### src/rtl/iter_alu_pkg.sv
`default_nettype none
// ============================================================================
// Module  : iter_alu_pkg
// Brief   : Opcode and FSM state encodings shared by the iterative ALU.
// Revision: 1.0 - initial release
// ============================================================================
package iter_alu_pkg;

  localparam logic [2:0] OP_FWD = 3'b000;
  localparam logic [2:0] OP_ADD = 3'b001;
  localparam logic [2:0] OP_AND = 3'b010;
  localparam logic [2:0] OP_OR  = 3'b011;
  localparam logic [2:0] OP_SLL = 3'b100;
  localparam logic [2:0] OP_SRL = 3'b101;
  localparam logic [2:0] OP_MUL = 3'b110;
  localparam logic [2:0] OP_SRA = 3'b111;

  typedef enum logic [1:0] {
    S_IDLE = 2'd0,
    S_EXEC = 2'd1,
    S_DONE = 2'd2
  } state_t;

  function automatic logic is_shift(input logic [2:0] op);
    return (op == OP_SLL) || (op == OP_SRL) || (op == OP_SRA);
  endfunction

endpackage
`default_nettype wire

### src/rtl/iter_alu_if.sv
`default_nettype none
// ============================================================================
// Module  : iter_alu_if
// Brief   : Request/response handshake bundle between producer and iterative ALU.
// Revision: 1.0 - initial release
// ============================================================================
interface iter_alu_if #(
  parameter int WIDTH = 8
);

  logic             in_valid;
  logic             in_ready;
  logic [WIDTH-1:0] data1;
  logic [WIDTH-1:0] data2;
  logic [2:0]       select;
  logic             out_valid;
  logic             out_ready;
  logic [WIDTH-1:0] result;
  logic             zero;
  logic             carry;
  logic             overflow;

  modport master (
    output in_valid, data1, data2, select, out_ready,
    input  in_ready, out_valid, result, zero, carry, overflow
  );

  modport slave (
    input  in_valid, data1, data2, select, out_ready,
    output in_ready, out_valid, result, zero, carry, overflow
  );

endinterface
`default_nettype wire

### src/rtl/iter_alu_shift_add_mult.sv
`default_nettype none
// ============================================================================
// Module  : shift_add_mult
// Brief   : Iterative shift-add multiplier, one partial product per step.
// Revision: 1.0 - initial release
// ============================================================================
module shift_add_mult #(
  parameter int WIDTH = 8
) (
  input  wire logic               clk,
  input  wire logic               reset,
  input  wire logic               load,
  input  wire logic               step,
  input  wire logic [WIDTH-1:0]   a,
  input  wire logic [WIDTH-1:0]   b,
  output logic      [2*WIDTH-1:0] acc_next
);

  logic [2*WIDTH-1:0] r_acc;
  logic [2*WIDTH-1:0] r_mcand;
  logic [WIDTH-1:0]   r_mplier;

  // acc_next is the value after the current step, so the caller can register
  // the full product on the same edge as the final step.
  assign acc_next = r_acc + (r_mplier[0] ? r_mcand : '0);

  always_ff @(posedge clk) begin
    if (!reset) begin
      r_acc    <= '0;
      r_mcand  <= '0;
      r_mplier <= '0;
    end else if (load) begin
      r_acc    <= '0;
      r_mcand  <= {{WIDTH{1'b0}}, a};
      r_mplier <= b;
    end else if (step) begin
      r_acc    <= acc_next;
      r_mcand  <= r_mcand << 1;
      r_mplier <= r_mplier >> 1;
    end
  end

endmodule
`default_nettype wire

### src/rtl/iter_alu.sv
`default_nettype none
// ============================================================================
// Module  : iter_alu
// Brief   : Multi-cycle ALU: single-step logic/add, bit-serial shifts, shift-add MUL.
// Revision: 1.0 - initial release
// ============================================================================
module iter_alu
  import iter_alu_pkg::*;
#(
  parameter int WIDTH = 8
) (
  input wire logic clk,
  input wire logic reset,
  iter_alu_if.slave bus
);

  localparam int             CW          = $clog2(WIDTH + 1);
  localparam logic [CW-1:0]  c_width     = CW'(WIDTH);
  localparam logic [CW-1:0]  c_one       = CW'(1);
  localparam logic [WIDTH:0] c_width_ext = (WIDTH + 1)'(WIDTH);

  state_t r_state;
  state_t w_state_nxt;

  logic               w_in_ready;
  logic               w_out_valid;
  logic               w_accept;
  logic               w_last;
  logic               w_mul_step;
  logic               w_ge;
  logic [CW-1:0]      w_n;
  logic [CW-1:0]      w_steps;
  logic [WIDTH:0]     w_sum;
  logic [WIDTH-1:0]   w_sh_nxt;
  logic [WIDTH-1:0]   w_res;
  logic [2*WIDTH-1:0] w_acc;

  logic [WIDTH-1:0]   r_a;
  logic [WIDTH-1:0]   r_b;
  logic [2:0]         r_op;
  logic [CW-1:0]      r_cnt;
  logic               r_noshift;
  logic [WIDTH-1:0]   r_result;
  logic               r_zero;
  logic               r_carry;
  logic               r_ovf;

  always_ff @(posedge clk) begin
    if (!reset) begin
      r_state <= S_IDLE;
    end else begin
      r_state <= w_state_nxt;
    end
  end

  always_comb begin
    w_state_nxt = r_state;
    w_in_ready  = 1'b0;
    w_out_valid = 1'b0;
    case (r_state)
      S_IDLE: begin
        w_in_ready = 1'b1;
        if (bus.in_valid) w_state_nxt = S_EXEC;
      end
      S_EXEC: begin
        if (w_last) w_state_nxt = S_DONE;
      end
      S_DONE: begin
        w_out_valid = 1'b1;
        if (bus.out_ready) w_state_nxt = S_IDLE;
      end
      default: w_state_nxt = S_IDLE;
    endcase
  end

  assign w_accept   = w_in_ready & bus.in_valid;
  assign w_last     = (r_state == S_EXEC) && (r_cnt == c_one);
  assign w_mul_step = (r_state == S_EXEC) && (r_op == OP_MUL);

  // Shift distance saturates at WIDTH; a zero distance still costs one step.
  assign w_ge = {1'b0, bus.data2} >= c_width_ext;
  assign w_n  = w_ge ? c_width : bus.data2[CW-1:0];

  always_comb begin
    w_steps = c_one;
    case (bus.select)
      OP_SLL, OP_SRL, OP_SRA: w_steps = (w_n == '0) ? c_one : w_n;
      OP_MUL:                 w_steps = c_width;
      default:                w_steps = c_one;
    endcase
  end

  assign w_sum = {1'b0, r_a} + {1'b0, r_b};

  always_comb begin
    w_sh_nxt = r_a;
    if (!r_noshift) begin
      case (r_op)
        OP_SLL:  w_sh_nxt = {r_a[WIDTH-2:0], 1'b0};
        OP_SRL:  w_sh_nxt = {1'b0, r_a[WIDTH-1:1]};
        OP_SRA:  w_sh_nxt = {r_a[WIDTH-1], r_a[WIDTH-1:1]};
        default: w_sh_nxt = r_a;
      endcase
    end
  end

  always_comb begin
    w_res = '0;
    case (r_op)
      OP_FWD:                 w_res = r_b;
      OP_ADD:                 w_res = w_sum[WIDTH-1:0];
      OP_AND:                 w_res = r_a & r_b;
      OP_OR:                  w_res = r_a | r_b;
      OP_SLL, OP_SRL, OP_SRA: w_res = w_sh_nxt;
      OP_MUL:                 w_res = w_acc[WIDTH-1:0];
      default:                w_res = '0;
    endcase
  end

  always_ff @(posedge clk) begin
    if (!reset) begin
      r_a       <= '0;
      r_b       <= '0;
      r_op      <= OP_FWD;
      r_cnt     <= '0;
      r_noshift <= 1'b0;
      r_result  <= '0;
      r_zero    <= 1'b1;
      r_carry   <= 1'b0;
      r_ovf     <= 1'b0;
    end else if (w_accept) begin
      r_a       <= bus.data1;
      r_b       <= bus.data2;
      r_op      <= bus.select;
      r_cnt     <= w_steps;
      r_noshift <= (w_n == '0);
    end else if (r_state == S_EXEC) begin
      if (is_shift(r_op)) r_a <= w_sh_nxt;
      if (!w_last) begin
        r_cnt <= r_cnt - c_one;
      end else begin
        r_result <= w_res;
        r_zero   <= (w_res == '0);
        r_carry  <= (r_op == OP_ADD) & w_sum[WIDTH];
        r_ovf    <= (r_op == OP_MUL) & (|w_acc[2*WIDTH-1:WIDTH]);
      end
    end
  end

  shift_add_mult #(
    .WIDTH (WIDTH)
  ) u_mult (
    .clk      (clk),
    .reset    (reset),
    .load     (w_accept),
    .step     (w_mul_step),
    .a        (bus.data1),
    .b        (bus.data2),
    .acc_next (w_acc)
  );

  assign bus.in_ready  = w_in_ready;
  assign bus.out_valid = w_out_valid;
  assign bus.result    = r_result;
  assign bus.zero      = r_zero;
  assign bus.carry     = r_carry;
  assign bus.overflow  = r_ovf;

endmodule
`default_nettype wire
### src/flat_wrapper.sv
// flat-port wrapper written by rule: the top's interface ports become plain ports
module iter_alu_flat import iter_alu_pkg::*;
#(
  parameter int WIDTH = 8
)
  (clk, reset, bus_in_valid, bus_data1, bus_data2, bus_select, bus_out_ready, bus_in_ready, bus_out_valid, bus_result, bus_zero, bus_carry, bus_overflow);
  iter_alu_if #(.WIDTH(WIDTH)) bus_i ();
  input wire logic clk;
  input wire logic reset;
  input wire logic [$bits(bus_i.in_valid)-1:0] bus_in_valid;
  input wire logic [$bits(bus_i.data1)-1:0] bus_data1;
  input wire logic [$bits(bus_i.data2)-1:0] bus_data2;
  input wire logic [$bits(bus_i.select)-1:0] bus_select;
  input wire logic [$bits(bus_i.out_ready)-1:0] bus_out_ready;
  output wire logic [$bits(bus_i.in_ready)-1:0] bus_in_ready;
  output wire logic [$bits(bus_i.out_valid)-1:0] bus_out_valid;
  output wire logic [$bits(bus_i.result)-1:0] bus_result;
  output wire logic [$bits(bus_i.zero)-1:0] bus_zero;
  output wire logic [$bits(bus_i.carry)-1:0] bus_carry;
  output wire logic [$bits(bus_i.overflow)-1:0] bus_overflow;
  assign bus_i.in_valid = bus_in_valid;
  assign bus_i.data1 = bus_data1;
  assign bus_i.data2 = bus_data2;
  assign bus_i.select = bus_select;
  assign bus_i.out_ready = bus_out_ready;
  assign bus_in_ready = bus_i.in_ready;
  assign bus_out_valid = bus_i.out_valid;
  assign bus_result = bus_i.result;
  assign bus_zero = bus_i.zero;
  assign bus_carry = bus_i.carry;
  assign bus_overflow = bus_i.overflow;
  iter_alu #(.WIDTH(WIDTH)) u_core (.clk(clk), .reset(reset), .bus(bus_i));
endmodule
### config.mk
export PLATFORM = sky130hd
export DESIGN_NAME = iter_alu_flat
export DESIGN_NICKNAME = d
export VERILOG_FILES = /design/src/rtl/iter_alu_pkg.sv /design/src/rtl/iter_alu_if.sv /design/src/rtl/iter_alu_shift_add_mult.sv /design/src/rtl/iter_alu.sv /design/src/flat_wrapper.sv
export SDC_FILE = /design/constraint.sdc
export NUM_CORES = 1
export LEC_CHECK = 0
export CELL_PAD_IN_SITES_DETAIL_PLACEMENT = 0
export CELL_PAD_IN_SITES_GLOBAL_PLACEMENT = 1
export CORE_AREA = 2 2 114 105
export CTS_CLUSTER_SIZE = 24
export DETAILED_ROUTE_END_ITERATION = 10
export DIE_AREA = 0 0 116 107
export PLACE_DENSITY = 0.92
export SLEW_MARGIN = 20
export SYNTH_ARGS = -nofsm -noshare
export SYNTH_HDL_FRONTEND = slang
export SYNTH_HIERARCHICAL = 1
export SYNTH_SLANG_ARGS = --single-unit
export TNS_END_PERCENT = 5
### constraint.sdc
create_clock -name clk -period 5.74 [get_ports clk]
set_input_delay 0.861 -clock clk [delete_from_list [all_inputs] [get_ports clk]]
set_output_delay 0.861 -clock clk [all_outputs]
set_load 0.1 [all_outputs]
* Yosys cells after proc, flatten, opt, wreduce, memory -nomap -nowiden
Cells that the tools add are included.
Word-level totals: flip-flop bits (word level) 77, output and inout bits 13, logic and storage cells 85, input port bits 23
Cells by class: equality and inequality tests 18, reduce and logical (&&, ||, !) cells 19, bitwise logic cells 7, $add $sub $neg 3, magnitude comparators 1, multiplexer cells 23
Operators with widths (number):
- 8-bit two-way mux | 8
- 8-bit case mux with 6 select lines | 1
- 3-bit equality test, second input constant | 8
- 8-bit case mux with 3 select lines | 1
- 4-bit two-way mux | 5
- 16-bit adder | 1
- 16-bit two-way mux | 1
- 8-bit by 8-bit adder with 9-bit output | 1
- 8-bit AND | 1
- 8-bit by 4-bit >= comparator with 1-bit output, second input constant | 1
- 8-bit logical NOT | 1
- 8-bit OR | 1
- 4-bit case mux with 2 select lines | 1
- 8-bit OR reduction | 1
- 3-bit by 2-bit equality test with 1-bit output, second input constant | 2
- 2-bit two-way mux | 3
- 2-bit != test, second input constant | 3
- 2-bit case mux with 3 select lines | 1
- 3-bit AND reduction | 2
- 2-bit nonzero test | 3
- 3-bit OR reduction | 2
- 4-bit by 1-bit equality test with 1-bit output, second input constant | 1
- 4-bit logical NOT | 1
- 2-bit AND reduction | 2
- other kinds (13) | 19

* Longest topological paths before layout
word-level depth 6, mapped depth 14, gate-level depth less buffers 14

* By module
Netlist, hierarchy kept.
By module, submodules not included:
- iter_alu | instances 1, area each 2705.1 sq um, cells an instance 360, sequential area each 740.7 sq um
- shift_add_mult | instances 1, area each 2693.8 sq um, cells an instance 320, sequential area each 800.8 sq um

* Worst setup path before layout
Ideal clock, no wire load.
kind register -> register, start register u_core.r_state[0], end register u_core.u_mult.r_acc[6], path slack 1.977 ns, data required time 5.618 ns, library setup time 0.122 ns, cell stages (with the launch flop) 10, arrival time 3.641 ns, period minus slack after synthesis 3.763 ns, cells stage by stage dfxtp_1 -> nor2_1 -> nand2_1 -> inv_1 -> clkbuf_1 -> clkbuf_1 -> nand2b_1 -> clkbuf_1 -> nor4_1 -> a311o_1
On the way: cells in the longest elaborated chain, start to end 4, elaborated cells between the ends (all ways) 6
Ends and longest elaborated chain:
- start, declared | RTL line iter_alu.sv:22 | state_t r_state;
- start signal, assigned | RTL line iter_alu.sv:52 | r_state <= w_state_nxt;
- 2-bit logical NOT | RTL line iter_alu.sv:60 | case (r_state)
- 1-bit two-way mux | RTL line iter_alu.sv:60
- via bus_in_ready | RTL line flat_wrapper.sv:15 | output wire logic [$bits(bus_i.in_ready)-1:0] bus_in_ready;
- 1-bit AND | RTL line iter_alu.sv:76 | assign w_accept = w_in_ready & bus.in_valid;
- via u_core.w_accept | RTL line iter_alu.sv:27 | logic w_accept;
- 2-bit OR reduction (no source line)
- end signal, assigned | RTL line iter_alu_shift_add_mult.sv:37 | r_acc <= acc_next;
- end, declared | RTL line iter_alu_shift_add_mult.sv:19 | logic [2*WIDTH-1:0] r_acc;
The timed path passes the listed nets, and every way through them passes these cells. A chain may end at the register's enable or synchronous reset.

* Worst setup path after layout
start register u_core.u_mult.r_mplier[0], end register u_core.r_zero, in the netlist u_core/bus.zero
On the way: cells in the longest elaborated chain, start to end 4
Ends and longest elaborated chain:
- start, declared | RTL line iter_alu_shift_add_mult.sv:21 | logic [WIDTH-1:0] r_mplier;
- start signal, assigned | RTL line iter_alu_shift_add_mult.sv:39 | r_mplier <= r_mplier >> 1;
- 16-bit two-way mux | RTL line iter_alu_shift_add_mult.sv:25 | assign acc_next = r_acc + (r_mplier[0] ? r_mcand : '0);
- 16-bit adder | RTL line iter_alu_shift_add_mult.sv:25
- via u_core.w_acc[6] | RTL line iter_alu.sv:36 | logic [2*WIDTH-1:0] w_acc;
- 8-bit case mux with 6 select lines | RTL line iter_alu.sv:109 | case (r_op)
- 8-bit logical NOT | RTL line iter_alu.sv:143 | r_zero <= (w_res == '0);
- end signal, assigned | RTL line iter_alu.sv:143
- end, declared | RTL line iter_alu.sv:44 | logic r_zero;
The timed path passes the listed nets, and every way through them passes these cells.

==> results_dict.tcl <==
set metrics [dict create \
    drt-vias-per-instance 6.02 \
    worstPathArrival_ns 3.72 \
    syn_area_per_cell_sq_um 7.94 \
    cts_inserted_buffers 9 \
    drt-initial-drc-count 407 \
    yosys_warnings 6 \
    cts-root-buf "clkbuf_16" \
    vias 5147 \
    final-setup-viol-count 0 \
    pin_count 36 \
    min_period_ns 3.46 \
    core-area_sq_um 11200 \
    synth.ff_latch_count 77 \
    cts_hold_buf 0 \
    grt_max_degree 49 \
    async_flop_share 0 \
    antenna-diode-count 0 \
    drc 0 \
    tns_ns 0 \
    worst_pin_slew_ns 0.989 \
    clkTransAtPathRegs_ns 0.06 \
    synth.area.top_cells "dfxtp_1 29%, ha_1 7.6%, mux2i_1 5.6%" \
    clkSinkCount 77 \
    grt_usage 0.250 \
    row_count 37 \
    clock_skew_ns 0.00861 \
    drt-pass1-iter-count 5 \
    n_fill_cell 1094 \
    seqCellArea_sq_um 1540 \
    outcome "finished, final reports clean" \
    worstSetupPathType "reg -> reg" \
    grt_pass1_wl_um 24300 \
    instances_no_fill 855 \
    gp_congestion 0.984 \
    die_h_um 107 \
    yosysUniqueCellTypes 73 \
    yosysMostFrequentCell "dfxtp_1" \
    clock_path_buffers 2 \
    start_kind "register" \
    synth_edf_count 0 \
    drv_slew 0 \
    cp.required_ns 6.00 \
    cap_violations 0 \
    cts-htree-levels 3 \
    rsz0062_at_grt "false" \
    placed_cells 840 \
    post-route-period-util 0.604 \
    relSlewSlack 0.339 \
    synth_area_sq_um 5400 \
    vdd_ir_drop_max_mv 0.174 \
    cts_tree "yes" \
    postCtsSetupRepairBufs 0 \
    ys_top_cells_by_count "77 x dfxtp_1, 69 x nand2_1, 66 x nor2_1, 55 x a21oi_1, 34 x o21ai_0" \
    cp_max_fo 19 \
    numPortBuffers 35 \
    fin_nets 753 \
    endpoint_kind "register" \
    cts_resized 0 \
    yosysTopAreaCell "dfxtp_1" \
    seq_area_frac_synth 0.286 \
    synth_top_cell_area_share 0.286 \
    die_area_sq_um 12400 \
    drive_above_1_share 0.0587 \
    wire_per_inst_um 17.4 \
    multi_input_area_sq_um 3570 \
    syn2layout_area_growth_pct 12.8 \
    start_util 0.482 \
    ant_nets 0 \
    drt-total-wl_um 14900 \
    cellLeakagePower_nw 2.34 \
    synth_fp_nets 738 \
    antenna_found_initial 0 \
    clock_insertion_delay_worst_skew_ns 0.35 \
    fmax_mhz 289 \
    fin_util 0.544 \
    dpl.hpwl_um 10900 \
    power.density_nw_per_um2 231 \
    finalHoldViolations 0 \
    hold_class "reg -> reg" \
    first_global_vias 4870 \
    die_w_um 116 \
    grt-ovfl-total 0 \
    synth_flop_cell "dfxtp_1" \
    power.total_w 0.00141 \
    netlist_instances 680 \
]
[cell usage in the layout (no fill, tap or decap), types with 9 or more instances in the layout]
master and instances:
mux2i_1 30, nand2_1 69, xnor2_1 13, ha_1 33, and2_1 31, a21oi_1 55, xor2_1 9, dfxtp_1 77
clkdlybuf4s50_1 35, nand3_1 18, o21ai_0 34, a221oi_1 10, nor3_1 14, nor2_1 66, clkbuf_16 9, inv_1 30
[per-stage QoR]
stage | hold slack, ns | instance area [sq um] | setup WS, ns
2_1_floorplan | 0.446 | 5400 | 1.98
3_3_place_gp | 0.443 | 5820 | 2.38
3_5_place_dp | 0.445 | 5820 | 2.31
4_1_cts | 0.454 | 6090 | 2.27
5_1_grt | 0.485 | 6090 | 2.01
6_report | 0.452 | 6090 | 2.28
[registers in the layout, summed over array words and instances, names as in the netlist]
name,cells
u_core/u_mult/r_acc,16
u_core/u_mult/r_mcand,16
u_core/bus.result,8
u_core/r_a,8
u_core/r_b,8
u_core/u_mult/r_mplier,8
u_core/r_cnt,4
u_core/r_op,3
u_core/r_state,2
u_core/bus.carry,1
u_core/bus.overflow,1
u_core/bus.zero,1
u_core/r_noshift,1
[routing by layer]
layer,global-route usage,share of wire,routed length [um],up-vias
li1,-,-,-,2487
met1,0.341,0.46,6820,2444
met2,0.395,0.46,6920,188
met3,0.0497,0.058,868,28
met4,0.0825,0.020,297,0
met5,0,0,0,-
[where the power goes]
group	switching (W)	internal, W
clock	0.000238	0.000303
combinational	0.000171	0.000102
sequential	0.0000362	0.000560
[worst paths after layout]
| path | start | end | slack [ns] | cells past startpoint |
|---|---|---|---|---|
| max | u_core/u_mult/r_mplier[0] | u_core/bus.zero | 2.28 | 14 |
| min | u_core/bus.overflow | u_core/bus.overflow | 0.45 | 2 |
| max reg2reg | u_core/u_mult/r_mplier[0] | u_core/bus.zero | 2.28 | 14 |
| min reg2reg | u_core/bus.overflow | u_core/bus.overflow | 0.45 | 2 |
[layout make-up]
class                      count  area share
multi-input combinational    535       0.586
sequential                    77       0.253
timing repair buffer          41      0.0649
clock buffer                  10      0.0392
tap                          156      0.0320
inverter                      31      0.0191
clock inverter                 5     0.00575
[cell families after synthesis]
family                   count (synthesis)  synth area share
adder cells (fa/ha/maj)                 35            0.0839
AO/OA/AOI/OAI                          194             0.254
multiplexers                            30            0.0556
buffers and inverters                   68            0.0542
flip-flops                              77             0.286
XOR/XNOR                                22            0.0357
AND/OR/NAND/NOR                        254             0.231
[worst max-delay path, cell delays in order (launching register included)]
cell and delay (ns):
dfxtp_1 0.44, and2_1 0.20, ha_1 0.22, fa_1 0.45
a211oi_2 0.37, o21bai_1 0.15, a21oi_2 0.20, xnor2_1 0.08
and3b_1 0.16, o21ai_0 0.16, o311ai_1 0.15, a21oi_2 0.19
nand3_1 0.10, a21o_1 0.19, o41ai_2 0.31
Note: power is estimated with default switching activity, not from simulation.
